**src/rtl/uart_pkg.sv**
```systemverilog
// Shared definitions for the UART transmit/receive blocks: parity encodings,
// transmitter state encoding and a frame-length helper.
package uart_pkg;

    localparam int PARITY_NONE = 0;
    localparam int PARITY_ODD  = 1;
    localparam int PARITY_EVEN = 2;

    typedef enum logic [2:0] {
        IDLE,
        START,
        DATA,
        PAR,
        STOP
    } tx_state_t;

    // Number of bit periods in one frame: start + data + optional parity + stop.
    function automatic int frame_bits(input int data_bits, input int parity, input int stop_bits);
        return 1 + data_bits + ((parity != PARITY_NONE) ? 1 : 0) + stop_bits;
    endfunction

endpackage

```
**src/rtl/sync_fifo.sv**
```systemverilog
// Single-clock FIFO with first-word-fall-through read. Pushes to a full FIFO
// and pops from an empty FIFO are ignored. count carries one extra bit so
// full and empty are distinguishable without pointer wrap tricks.
module sync_fifo #(
    parameter int WIDTH = 8,
    parameter int DEPTH = 4
) (
    input  logic                     clk,
    input  logic                     rst,
    input  logic [WIDTH-1:0]         din,
    input  logic                     push,
    input  logic                     pop,
    output logic [WIDTH-1:0]         dout,
    output logic                     full,
    output logic                     empty,
    output logic [$clog2(DEPTH):0]   count
);

    localparam int PTR_W = $clog2(DEPTH);
    localparam logic [PTR_W:0] FULL_COUNT = (PTR_W + 1)'(DEPTH);

    // Small storage read combinationally so the consumer can take the head
    // word on the same edge it pops it.
    logic [WIDTH-1:0] mem [DEPTH];
    logic [PTR_W-1:0] wr_ptr_reg;
    logic [PTR_W-1:0] rd_ptr_reg;
    logic [PTR_W:0]   count_reg;
    logic             do_push;
    logic             do_pop;

    assign full    = (count_reg == FULL_COUNT);
    assign empty   = (count_reg == '0);
    assign count   = count_reg;
    assign dout    = mem[rd_ptr_reg];
    // Acceptance is decided from the pre-edge count, so a push to a full FIFO
    // is dropped even when a pop happens on the same edge.
    assign do_push = push && !full;
    assign do_pop  = pop && !empty;

    // Storage write; contents need no reset because the pointers define validity.
    always_ff @(posedge clk) begin
        if (do_push) begin
            mem[wr_ptr_reg] <= din;
        end
    end

    // Pointer and occupancy tracking; reset flushes the FIFO.
    always_ff @(posedge clk or posedge rst) begin
        if (rst) begin
            wr_ptr_reg <= '0;
            rd_ptr_reg <= '0;
            count_reg  <= '0;
        end else begin
            if (do_push) begin
                wr_ptr_reg <= wr_ptr_reg + 1'b1;
            end
            if (do_pop) begin
                rd_ptr_reg <= rd_ptr_reg + 1'b1;
            end
            case ({do_push, do_pop})
                2'b10:   count_reg <= count_reg + 1'b1;
                2'b01:   count_reg <= count_reg - 1'b1;
                default: count_reg <= count_reg;
            endcase
        end
    end

endmodule

```
**src/rtl/uart_tx_fifo.sv**
```systemverilog
// Parametrised UART transmitter with a transmit FIFO. Frames are start bit,
// LSB-first data, optional parity and one or two stop bits, each bit lasting
// CLKS_PER_BIT clocks. Queued words go out back-to-back with no idle gap.
module uart_tx_fifo
    import uart_pkg::*;
#(
    parameter int CLKS_PER_BIT = 868,
    parameter int DATA_BITS    = 8,
    parameter int PARITY       = 0,
    parameter int STOP_BITS    = 1,
    parameter int FIFO_DEPTH   = 4
) (
    input  logic                          clk,
    input  logic                          rst,
    input  logic [DATA_BITS-1:0]          din,
    input  logic                          wen,
    output logic                          ready,
    output logic                          tx_out,
    output logic                          busy,
    output logic [$clog2(FIFO_DEPTH):0]   fifo_count
);

    localparam int BAUD_W     = (CLKS_PER_BIT > 1) ? $clog2(CLKS_PER_BIT) : 1;
    localparam int FRAME_BITS = frame_bits(DATA_BITS, PARITY, STOP_BITS);
    // The bit counter only ever spans the data or stop field, both shorter than a frame.
    localparam int CNT_W      = $clog2(FRAME_BITS);

    localparam logic [BAUD_W-1:0] BAUD_LAST = BAUD_W'(CLKS_PER_BIT - 1);
    localparam logic [CNT_W-1:0]  DATA_LAST = CNT_W'(DATA_BITS - 1);
    localparam logic [CNT_W-1:0]  STOP_LAST = CNT_W'(STOP_BITS - 1);

    tx_state_t              state_reg;
    tx_state_t              state_next;
    logic [BAUD_W-1:0]      baud_cnt_reg;
    logic [CNT_W-1:0]       bit_cnt_reg;
    logic [DATA_BITS-1:0]   shift_reg;
    logic                   parity_reg;
    logic                   tx_reg;

    logic [DATA_BITS-1:0]   fifo_dout;
    logic                   fifo_full;
    logic                   fifo_empty;
    logic                   fifo_pop;
    logic                   bit_done;
    logic                   last_data;
    logic                   last_stop;

    sync_fifo #(
        .WIDTH (DATA_BITS),
        .DEPTH (FIFO_DEPTH)
    ) u_fifo (
        .clk   (clk),
        .rst   (rst),
        .din   (din),
        .push  (wen),
        .pop   (fifo_pop),
        .dout  (fifo_dout),
        .full  (fifo_full),
        .empty (fifo_empty),
        .count (fifo_count)
    );

    assign ready     = !fifo_full;
    assign tx_out    = tx_reg;
    assign bit_done  = (baud_cnt_reg == BAUD_LAST);
    assign last_data = (bit_cnt_reg == DATA_LAST);
    assign last_stop = (bit_cnt_reg == STOP_LAST);

    // State register.
    always_ff @(posedge clk or posedge rst) begin
        if (rst) begin
            state_reg <= IDLE;
        end else begin
            state_reg <= state_next;
        end
    end

    // Next-state logic: advance on bit-period boundaries; chain straight into
    // the next frame when the FIFO still holds data at the end of the stop field.
    always_comb begin
        state_next = state_reg;
        case (state_reg)
            IDLE:    if (!fifo_empty) state_next = START;
            START:   if (bit_done) state_next = DATA;
            DATA:    if (bit_done && last_data) state_next = (PARITY != PARITY_NONE) ? PAR : STOP;
            PAR:     if (bit_done) state_next = STOP;
            STOP:    if (bit_done && last_stop) state_next = fifo_empty ? IDLE : START;
            default: state_next = IDLE;
        endcase
    end

    // Output decode: pop the head word whenever a new frame begins.
    always_comb begin
        fifo_pop = 1'b0;
        busy     = (state_reg != IDLE) || !fifo_empty;
        if (!fifo_empty) begin
            if (state_reg == IDLE) begin
                fifo_pop = 1'b1;
            end else if (state_reg == STOP && bit_done && last_stop) begin
                fifo_pop = 1'b1;
            end
        end
    end

    // Datapath: baud counter, bit counter, shift register and registered line.
    // Each register transition sets tx_reg to the level of the bit that starts
    // on that edge, so the line never depends combinationally on inputs.
    always_ff @(posedge clk or posedge rst) begin
        if (rst) begin
            baud_cnt_reg <= '0;
            bit_cnt_reg  <= '0;
            shift_reg    <= '0;
            parity_reg   <= 1'b0;
            tx_reg       <= 1'b1;
        end else if (fifo_pop) begin
            baud_cnt_reg <= '0;
            bit_cnt_reg  <= '0;
            shift_reg    <= fifo_dout;
            parity_reg   <= (PARITY == PARITY_ODD) ? ~^fifo_dout : ^fifo_dout;
            tx_reg       <= 1'b0;
        end else if (state_reg == IDLE) begin
            baud_cnt_reg <= '0;
            bit_cnt_reg  <= '0;
            tx_reg       <= 1'b1;
        end else if (!bit_done) begin
            baud_cnt_reg <= baud_cnt_reg + 1'b1;
        end else begin
            baud_cnt_reg <= '0;
            case (state_reg)
                START: tx_reg <= shift_reg[0];
                DATA: begin
                    if (last_data) begin
                        bit_cnt_reg <= '0;
                        tx_reg      <= (PARITY != PARITY_NONE) ? parity_reg : 1'b1;
                    end else begin
                        bit_cnt_reg <= bit_cnt_reg + 1'b1;
                        shift_reg   <= shift_reg >> 1;
                        tx_reg      <= shift_reg[1];
                    end
                end
                PAR: begin
                    bit_cnt_reg <= '0;
                    tx_reg      <= 1'b1;
                end
                STOP: begin
                    bit_cnt_reg <= last_stop ? '0 : bit_cnt_reg + 1'b1;
                    tx_reg      <= 1'b1;
                end
                default: tx_reg <= 1'b1;
            endcase
        end
    end

endmodule

```
**config.mk**
```make
export PLATFORM = sky130hd
export DESIGN_NAME = uart_tx_fifo
export DESIGN_NICKNAME = d
export VERILOG_FILES = /design/src/rtl/uart_pkg.sv /design/src/rtl/sync_fifo.sv /design/src/rtl/uart_tx_fifo.sv
export SDC_FILE = /design/constraint.sdc
export NUM_CORES = 1
export LEC_CHECK = 0
export ABC_AREA = 1
export BUFFER_PORTS_ARGS = -buffer_cell sky130_fd_sc_hd__buf_2
export CAP_MARGIN = 15
export CORE_MARGIN = 5
export CORE_UTILIZATION = 29
export CTS_CLUSTER_DIAMETER = 60
export DETAILED_ROUTE_END_ITERATION = 8
export PLACE_DENSITY = 0.52
export SYNTH_ARGS = -nofsm -noshare
export SYNTH_HDL_FRONTEND = slang
export SYNTH_SLANG_ARGS = --single-unit
```
**constraint.sdc**
```tcl
create_clock -name clk -period 2.49 [get_ports clk]
set_input_delay 0.747 -clock clk [delete_from_list [all_inputs] [get_ports clk]]
set_output_delay 0.747 -clock clk [all_outputs]
set_load 0.005 [all_outputs]
```
# Word-level counts from Yosys, hierarchy flattened
# Memory sizes are Yosys's and may differ from the RTL's.
# Index checks and enable logic that the tools add are counted.
[totals]
in_bits = 11
ff_bits = 33
ramBits = 32
out_inout_bits = 6
word_cells = 84
memories = 1
[op_classes]
reduce_logical = 21
n_mux = 32
addsub = 6
eq_ne = 16
[memory_table]
columns = ["name", "words", "word_bits", "rd", "rd_ports_with_merged_regs", "write_ports", "line", "rtl"]
rows = [
  ["u_fifo.mem", 4, 8, 1, 0, 1, "sync_fifo.sv:24", "logic [WIDTH-1:0] mem [DEPTH];"],
]
[ops]
columns = ["cell", "count"]
rows = [
  ["2-to-1 mux 8 bit", 5],
  ["2-to-1 mux 10 bit", 3],
  ["2-to-1 mux 4 bit", 5],
  ["2-to-1 mux 3 bit", 5],
  ["one-hot mux 3 bit (5 select lines)", 1],
  ["one-hot mux 4 bit (3 select lines)", 1],
  ["adder 10 x 1 -> 10 bit, second input constant", 1],
  ["== test 10 bit, second input constant", 1],
  ["2-to-1 mux 1 bit", 10],
  ["inequality test 2 bit, second input constant", 5],
  ["== test 3 x 2 -> 1 bit, second input constant", 2],
  ["== test 3 bit, second input constant", 2],
  ["logical AND 1 bit", 6],
  ["zero test 3 bit", 2],
  ["one-hot mux 3 bit (2 select lines)", 1],
  ["nonzero test 2 bit", 3],
  ["nonzero test 3 bit", 2],
  ["AND reduction 5 bit", 1],
  ["nonzero test 5 bit", 1],
  ["adder 2 x 1 -> 2 bit, second input constant", 2],
  ["adder 4 x 1 -> 4 bit, second input constant", 1],
  ["== test 4 x 3 -> 1 bit, second input constant", 1],
  ["zero test 4 bit", 1],
  ["inequality test 2 x 1 -> 1 bit, second input constant", 2],
  ["other kinds (10)", 11],
]

# Longest topological paths before layout
# Gate-level depths: netlist of the first run.
[depth]
ltp_word = 9
depth_mapped = 15

# Modules after synthesis
# Synthesis of the first run repeated with hierarchy kept, for this count alone.
[hier_totals]
hier_cells = 362
hier_area_um2 = 3340.7
[by_module_without_submodules]
columns = ["mod", "n_inst", "seq_area_each_um2", "cells_per_inst", "area_each_um2"]
rows = [
  ["sync_fifo", 1, 1136.1, 155, 1755.4],
  ["uart_tx_fifo", 1, 651.9, 207, 1585.3],
]

# Worst setup path before layout of the first run
# Ideal clock, no wire load.
[synth_path]
path_kind = "register to register"
start = "register bit_cnt_reg[0]"
end = "register u_fifo.count_reg[2], in the netlist u_fifo.count[2]"
arrival_ps = 2189
path_slack_ps = 170
path_stages_with_launch = 15
n_path_buf = 1
synth_period_minus_slack_ps = 2320
cell_sequence = "dfrtp_1 inv_1 ha_1 nor3b_2 nand3_2 nand2_4 nand2_2 buf_6 inv_2 ha_1 inv_1 fa_1 a21oi_1 o21ai_0 xor2_1"
[synth_between]
elab_chain_len = 8
word_cells_on_any_way = 10
[synth_rtl]
columns = ["element", "line", "rtl"]
rows = [
  ["from (decl)", "uart_tx_fifo.sv:35", "logic [CNT_W-1:0] bit_cnt_reg;"],
  ["from (signal assigned)", "uart_tx_fifo.sv:136", "bit_cnt_reg <= bit_cnt_reg + 1'b1;"],
  ["from (signal assigned)", "uart_tx_fifo.sv:146", "bit_cnt_reg <= last_stop ? '0 : bit_cnt_reg + 1'b1;"],
  ["zero test 4 bit (*)", "uart_tx_fifo.sv:67", "assign last_stop = (bit_cnt_reg == STOP_LAST);"],
  ["logical AND 1 bit (*)", "uart_tx_fifo.sv:99", "end else if (state_reg == STOP && bit_done && last_stop) begin"],
  ["2-to-1 mux 1 bit (*)", "uart_tx_fifo.sv:99", ""],
  ["2-to-1 mux 1 bit (*)", "uart_tx_fifo.sv:97", "if (state_reg == IDLE) begin"],
  ["2-to-1 mux 1 bit (*)", "uart_tx_fifo.sv:96", "if (!fifo_empty) begin"],
  ["logical AND 1 bit (*)", "sync_fifo.sv:38", "assign do_pop = pop && !empty;"],
  ["== test 2 x 1 -> 1 bit or == test 2 bit (tied branches)", "sync_fifo.sv:60", "case ({do_push, do_pop})"],
  ["one-hot mux 3 bit (2 select lines) or nonzero test 2 bit (tied branches)", "n/a", ""],
  ["to (signal assigned)", "sync_fifo.sv:61", "2'b10: count_reg <= count_reg + 1'b1;"],
  ["to (signal assigned)", "sync_fifo.sv:62", "2'b01: count_reg <= count_reg - 1'b1;"],
  ["to (signal assigned)", "sync_fifo.sv:63", "default: count_reg <= count_reg;"],
  ["to (decl)", "sync_fifo.sv:27", "logic [PTR_W:0] count_reg;"],
]
# Every way passes the cells marked *; elsewhere a longest branch is shown, timed or not.
# A chain may end at the register's enable or synchronous reset.

# Worst setup path after layout of the first run
[layout_path]
start = "register bit_cnt_reg[1]"
end = "register u_fifo.count_reg[2], in the netlist u_fifo.count[2]"
# Same word-level chain as after synthesis.

==> results.txt, run 1 <==
ys flop type: edfxtp_1
peak supply drop: 0.000414 V
CP max FO: 8
grt met3 use: 0.0370
gr busiest metal: met2
vias in the first global route: 2281
Starting Density: 0.293
max cap viols: 0
Gate power share: 0.148
pwr/cell area: 684 mW/mm^2
RSZ-0062 raised after global routing: false
Arrival @ worst endpoint: 2560 ps
final non-filler cell total: 519
internal power: 1.79 mW
Sequential Power Share: 0.532
# nets final: 394
CP max stage delay: 410 ps
min Tclk post-route: 2340 ps
cts hold-fix bufs: 0
Skew-Pair Late Insertion Delay: 350 ps
CTS tree: done
Die X: 114 um
HP Class: primary input to async pin
P&R area growth vs syn: 16.7%
largest net degree at the start of global routing: 22
leakage: 1.63 nW
Least-Margin Pin Slew: 561 ps
post-synthesis register bit count: 65
# IOs: 17
core footprint: 0.0107 mm^2
fill count: 1145
CTS Sinks: 65
Vias/cell: 4.44
initial antenna violation count: 0
die area: 0.0130 mm^2
Synth warnings: 0
GR Util All Layers: 0.105
placed inst area: 0.00346 mm^2
Setup Viol. Count Final: 0
number of antenna diodes: 0
Max Clk Rate: 428 MHz
vias: 2304
1st-iter DRT viols: 98
Worst Path Required: 2710 ps
Mapped Area: 0.00314 mm^2
TNS Setup: 0 ps
startpoint types: register
Post-Syn Nets: 359
Psw: 0.714 mW
share of the synthesized area in the top cell type: 0.306
first-pass GRT wire length: 10700 um
Buffers on Ports: 16
met2 usage in global routing: 0.177
sequential fraction of the synthesis area: 0.569
final wirelength: 6190 um
Placed Cells: 500
CP bufs+invs: 3
CTS buffer count: 9
asr flop ratio synth: 0.508
die height: 114 um
crit end category: register
Root Buffer: clkbuf_8
status: complete, no violations
drt pass-1 iters: 4
Layout Cell Area excl Fill: 0.00367 mm^2
final period utilization: 0.939
H-tree depth: 3
Detail Route Antenna Nets: 0
area leader, netlist: edfxtp_1
skew final: 10.4 ps
WL/cell: 11.9 um
Sw Share: 0.285
clock network fraction of total power: 0.320
max-slew violations: 0
Post-synth EDFFs: 32
Rows: 38
Mapped Cells: 339
Crit Path Class: register to register
met1 GRT Util: 0.125
Cell variety after synth: 36
syn_area_per_cell: 9.28 um^2
Hold Vio Cnt, Final: 0
CP max-delay cell: dfrtp_1
Crit path max-delay family: adder cells
CP Cell Sequence: inv_1 > ha_1 > nor3b_4 > nand3_2 > nand2_4 > nand2_2 > inv_2 > ha_1 > inv_1 > fa_1 > a21oi_1 > o21ai_0 > xor2_1
Slew headroom: 0.625
Remaining DRCs: 0
gr ovfl total: 0
Area contributors post-synth: edfxtp_1, dfrtp_1, nand2_1, nand3_1, inv_1
Final HPWL DP: 4400 um
fraction of layout cells with a size suffix above 1: 0.185
clk slew on worst S/H paths: 80 ps
gpl congestion: 0.814
Longest Clk Path Bufs: 2
max reg flops: 32
[repair_timing]
item                       4_1_cts  5_1_grt
gates resized for setup          0        1
setup endpoints to repair        0        1
buffers inserted                 0        3
[cell families after synthesis]
logic type,after synthesis,synth area share
AND/OR/NAND/NOR,188,0.275
flip-flops,65,0.569
buffers and inverters,45,0.0577
AO/OA/AOI/OAI,27,0.0462
adder cells (fa/ha/maj),9,0.0382
XOR/XNOR,5,0.0139
[layer usage]
layer | routed length [um] | vias up | part of all wire
met3 | 247 | 8 | 0.040
met2 | 3040 | 39 | 0.49
met5 | 0 | - | 0
met4 | 99 | 0 | 0.016
met1 | 2800 | 1061 | 0.45
li1 | - | 1196 | -
[metrics by stage]
step	hold slack (ps)	setup slack, ps	power [mW]	utilization
2_1_floorplan	451	170	1.58	-
4_1_cts	443	83.2	2.57	0.339
6_report	438	152	2.51	0.341
5_1_grt	479	7.41	2.67	0.341
3_5_place_dp	461	112	1.74	0.322
3_3_place_gp	462	154	1.74	0.322
[Yosys cell counts (2+ instances only)]
cell type and count:
o22ai_1 2, dfrtp_1 32, clkinv_1 3, nand3_2 2, nor2_2 6, buf_2 4, nand2_4 2, edfxtp_1 32
inv_1 29, inv_2 6, nand2_1 88, a21oi_1 7, xor2_1 4, nand2_2 3, nand4_1 4, ha_1 8
o21ai_1 3, nor2_1 27, nor3_1 5, o21ai_0 12, nand3_1 45
[cell usage in the layout (no fill, tap or decap), types with 2 or more instances in the layout]
master,instances
a21oi_1,7
buf_2,16
buf_4,14
clkbuf_8,9
clkinv_1,4
clkinvlp_4,3
dfrtp_1,32
edfxtp_1,32
ha_1,8
inv_1,29
inv_2,6
inv_6,3
nand2_1,88
nand2_2,3
nand2_4,2
nand3_1,45
nand3_2,2
nand4_1,4
nor2_1,27
nor2_2,6
nor3_1,5
o21ai_0,12
o21ai_1,3
o22ai_1,2
xor2_1,4
[power groups by stage]
stage	sequential (mW)	clock (mW)	combinational, mW
4_1_cts	1.34	0.847	0.386
2_1_floorplan	1.35	0	0.228
3_5_place_dp	1.36	0	0.385
5_1_grt	1.35	0.893	0.430
3_3_place_gp	1.36	0	0.382
6_report	1.33	0.802	0.371
[final cells by class]
| cell class | instances | area, um^2 | share of cell area |
|---|---|---|---|
| clock buffer | 9 | 124 | 0.0338 |
| clock inverter | 7 | 52.6 | 0.0143 |
| inverter | 38 | 143 | 0.0389 |
| multi-input combinational | 229 | 1180 | 0.322 |
| sequential | 65 | 1790 | 0.487 |
| tap | 140 | 175 | 0.0477 |
| timing repair buffer | 31 | 205 | 0.0559 |
[path summary, 6_finish.rpt]
| check | endpoint | startpoint | depth (start not counted) | slack (ps) |
|---|---|---|---|---|
| max | u_fifo.count[2]$_DFFE_PP0P_ | bit_cnt_reg[1]$_DFFE_PP0P_ | 13 | 150 |
| min | baud_cnt_reg[9]$_DFF_PP0_ | rst | 2 | 440 |
| max reg2reg | u_fifo.count[2]$_DFFE_PP0P_ | bit_cnt_reg[1]$_DFFE_PP0P_ | 13 | 150 |
| min reg2reg | tx_out$_DFFE_PP1P_ | tx_out$_DFFE_PP1P_ | 2 | 470 |
| max in group asynchronous | state_reg[2]$_DFFE_PP0P_ | rst | 3 | 1530 |
| min in group clk | tx_out$_DFFE_PP1P_ | tx_out$_DFFE_PP1P_ | 2 | 470 |
(Power assumes the default switching activity.)
==> run 2: changes to the inputs <==
--- a/config.mk
+++ b/config.mk
@@ -5,7 +5,7 @@
 export SDC_FILE = /design/constraint.sdc
 export NUM_CORES = 1
 export LEC_CHECK = 0
-export ABC_AREA = 1
+export ABC_AREA = 0
 export BUFFER_PORTS_ARGS = -buffer_cell sky130_fd_sc_hd__buf_2
 export CAP_MARGIN = 15
 export CORE_MARGIN = 5
@@ -15,4 +15,5 @@
 export PLACE_DENSITY = 0.52
 export SYNTH_ARGS = -nofsm -noshare
 export SYNTH_HDL_FRONTEND = slang
+export SYNTH_HIERARCHICAL = 1
 export SYNTH_SLANG_ARGS = --single-unit
==> run 2 against run 1 <==
  * Non-clock buffer count unchanged
  * Combinational power rose to 4.6 times the previous value
  * Clock power up 23%
  * Critical endpoint is now busy
==> results.txt, run 2 <==
Vias/cell: 4.57
# nets final: 283
max cap viols: 0
final period utilization: 0.939
Slew headroom: 0.603
Commonest cells post-synth: dfrtp_1, edfxtp_1, inv_1
Starting Density: 0.296
P&R area growth vs syn: 20.1%
Root Buffer: clkbuf_8
cts hold-fix bufs: 0
Mapped Cells: 230
final design utilization: 0.356
Post-synth EDFFs: 32
Skew-Pair Late Insertion Delay: 340 ps
max-slew violations: 0
largest net degree at the start of global routing: 27
Buffers on Ports: 16
CTS Sinks: 65
Die X: 112 um
met1 GRT Util: 0.117
gr busiest metal: met2
status: complete, no violations
most frequent cells in the layout: dfrtp_1, edfxtp_1, inv_1, buf_2, buf_4
post-synthesis register bit count: 65
CTS tree: done
skew final: 9.88 ps
CTS buffer count: 9
number of antenna diodes: 0
CP max FO: 3
min Tclk post-route: 2340 ps
Setup Viol. Count Final: 0
Post-Syn Nets: 250
Hold Vio Cnt, Final: 0
initial antenna violation count: 0
ys flop type: edfxtp_1
max reg flops: 32
1st-iter DRT viols: 102
die height: 112 um
crit end category: output pin
Synth warnings: 6
Remaining DRCs: 0
Crit Path Class: register to output pin
asr flop ratio synth: 0.508
share of the synthesized area in the top cell type: 0.316
Longest Clk Path Bufs: 2
Max Clk Rate: 428 MHz
Area contributors post-synth: edfxtp_1, dfrtp_1, mux4_2, inv_1, ha_1
startpoint types: register
area leader, netlist: edfxtp_1
peak supply drop: 0.000489 V
final wirelength: 5640 um
H-tree depth: 3
leakage: 1.47 nW
Worst Path Required: 1740 ps
first-pass GRT wire length: 9550 um
WL/cell: 14.0 um
Detail Route Antenna Nets: 0
gr ovfl total: 0
pwr/cell area: 1200 mW/mm^2
Cell variety after synth: 52
sequential fraction of the synthesis area: 0.588
die area: 0.0126 mm^2
vias in the first global route: 1907
core footprint: 0.0103 mm^2
drt pass-1 iters: 6
pre-CTS setup slack: 83.8 ps
HP Class: primary input to async pin
Arrival @ worst endpoint: 1590 ps
fraction of layout cells with a size suffix above 1: 0.284
syn_area_per_cell: 13.2 um^2
gpl congestion: 0.817
Least-Margin Pin Slew: 595 ps
hold slack: 346 ps
Mapped Area: 0.00304 mm^2
TNS Setup: 0 ps
placed inst area: 0.00340 mm^2
Final HPWL DP: 3950 um
vias: 1846
clk slew on worst S/H paths: 70 ps
# IOs: 17
GR Util All Layers: 0.0941
Rows: 37
Layout Cell Area excl Fill: 0.00365 mm^2
met2 usage in global routing: 0.157
grt met3 use: 0.0313
Worst Slack Setup Final: 152 ps
run 2: cell types whose count changed after synthesis, moves of 7 or more:
cell	change
a222oi_1	+7
mux4_2	+8
nand2_1	-83
nand3_1	-38
nor2_1	-16
o21ai_0	-8
run 2: kinds of logic after synthesis:
kind of cell / synth area share
simple gates: 0.121
buf+inv: 0.0526
mux: 0.0711
compound gates: 0.0880
xor+xnor: 0.0403
flops: 0.588
fa+ha+maj: 0.0395
run 2: layout make-up:
cell class,instances,area [um^2]
tap,136,170
clock inverter,6,90.1
timing repair buffer,31,193
inverter,30,113
multi-input combinational,126,1170
sequential,65,1790
clock buffer,10,128
fill,1024,6620
run 2: worst paths after layout:
path	from	to	slack, ps	cells past startpoint
worst max-delay path	u_fifo/count[0]$_DFFE_PP0P_	busy	150	3
worst min-delay path	rst	u_fifo/count[1]$_DFFE_PP0P_	350	2
worst max register to register	state_reg[1]$_DFFE_PP0P_	u_fifo/count[2]$_DFFE_PP0P_	170	10
worst min register to register	tx_out$_DFFE_PP1P_	tx_out$_DFFE_PP1P_	490	2
max in group asynchronous	rst	tx_out$_DFFE_PP1P_	1720	3
min in group clk	tx_out$_DFFE_PP1P_	tx_out$_DFFE_PP1P_	490	2
run 2: per-stage QoR:
step / cells / total power, mW
finish: 404 / 4.39
global route: 404 / 4.70
global placement: 387 / 3.37
floorplan: 230 / 2.92
detailed placement: 387 / 3.39
CTS: 403 / 4.39
run 2: report_power, final:
part	internal (mW)	switching (mW)	total, mW
sequential	1.45	0.228	1.68
clock	0.567	0.418	0.985
combinational	0.868	0.854	1.72
total	2.89	1.50	4.39
run 2: repair_timing:
item | in CTS | in global routing
setup endpoints to repair | 0 | 2
setup buffers | 0 | 1
resized for setup | 0 | 6
endpoints found under the hold margin | 0 | 0
run 2: worst max-delay path: stages, from the launching register on:
cell     delay (ps)
dfrtp_1         390
nor3_2          200
or4b_4          520
buf_2           150
run 2: layer usage:
layer / part of all wire / routed length (um) / up-vias
li1: - / - / 909
met1: 0.46 / 2620 / 906
met2: 0.49 / 2770 / 25
met3: 0.036 / 205 / 6
met4: 0.0078 / 44 / 0
met5: 0 / 0 / -
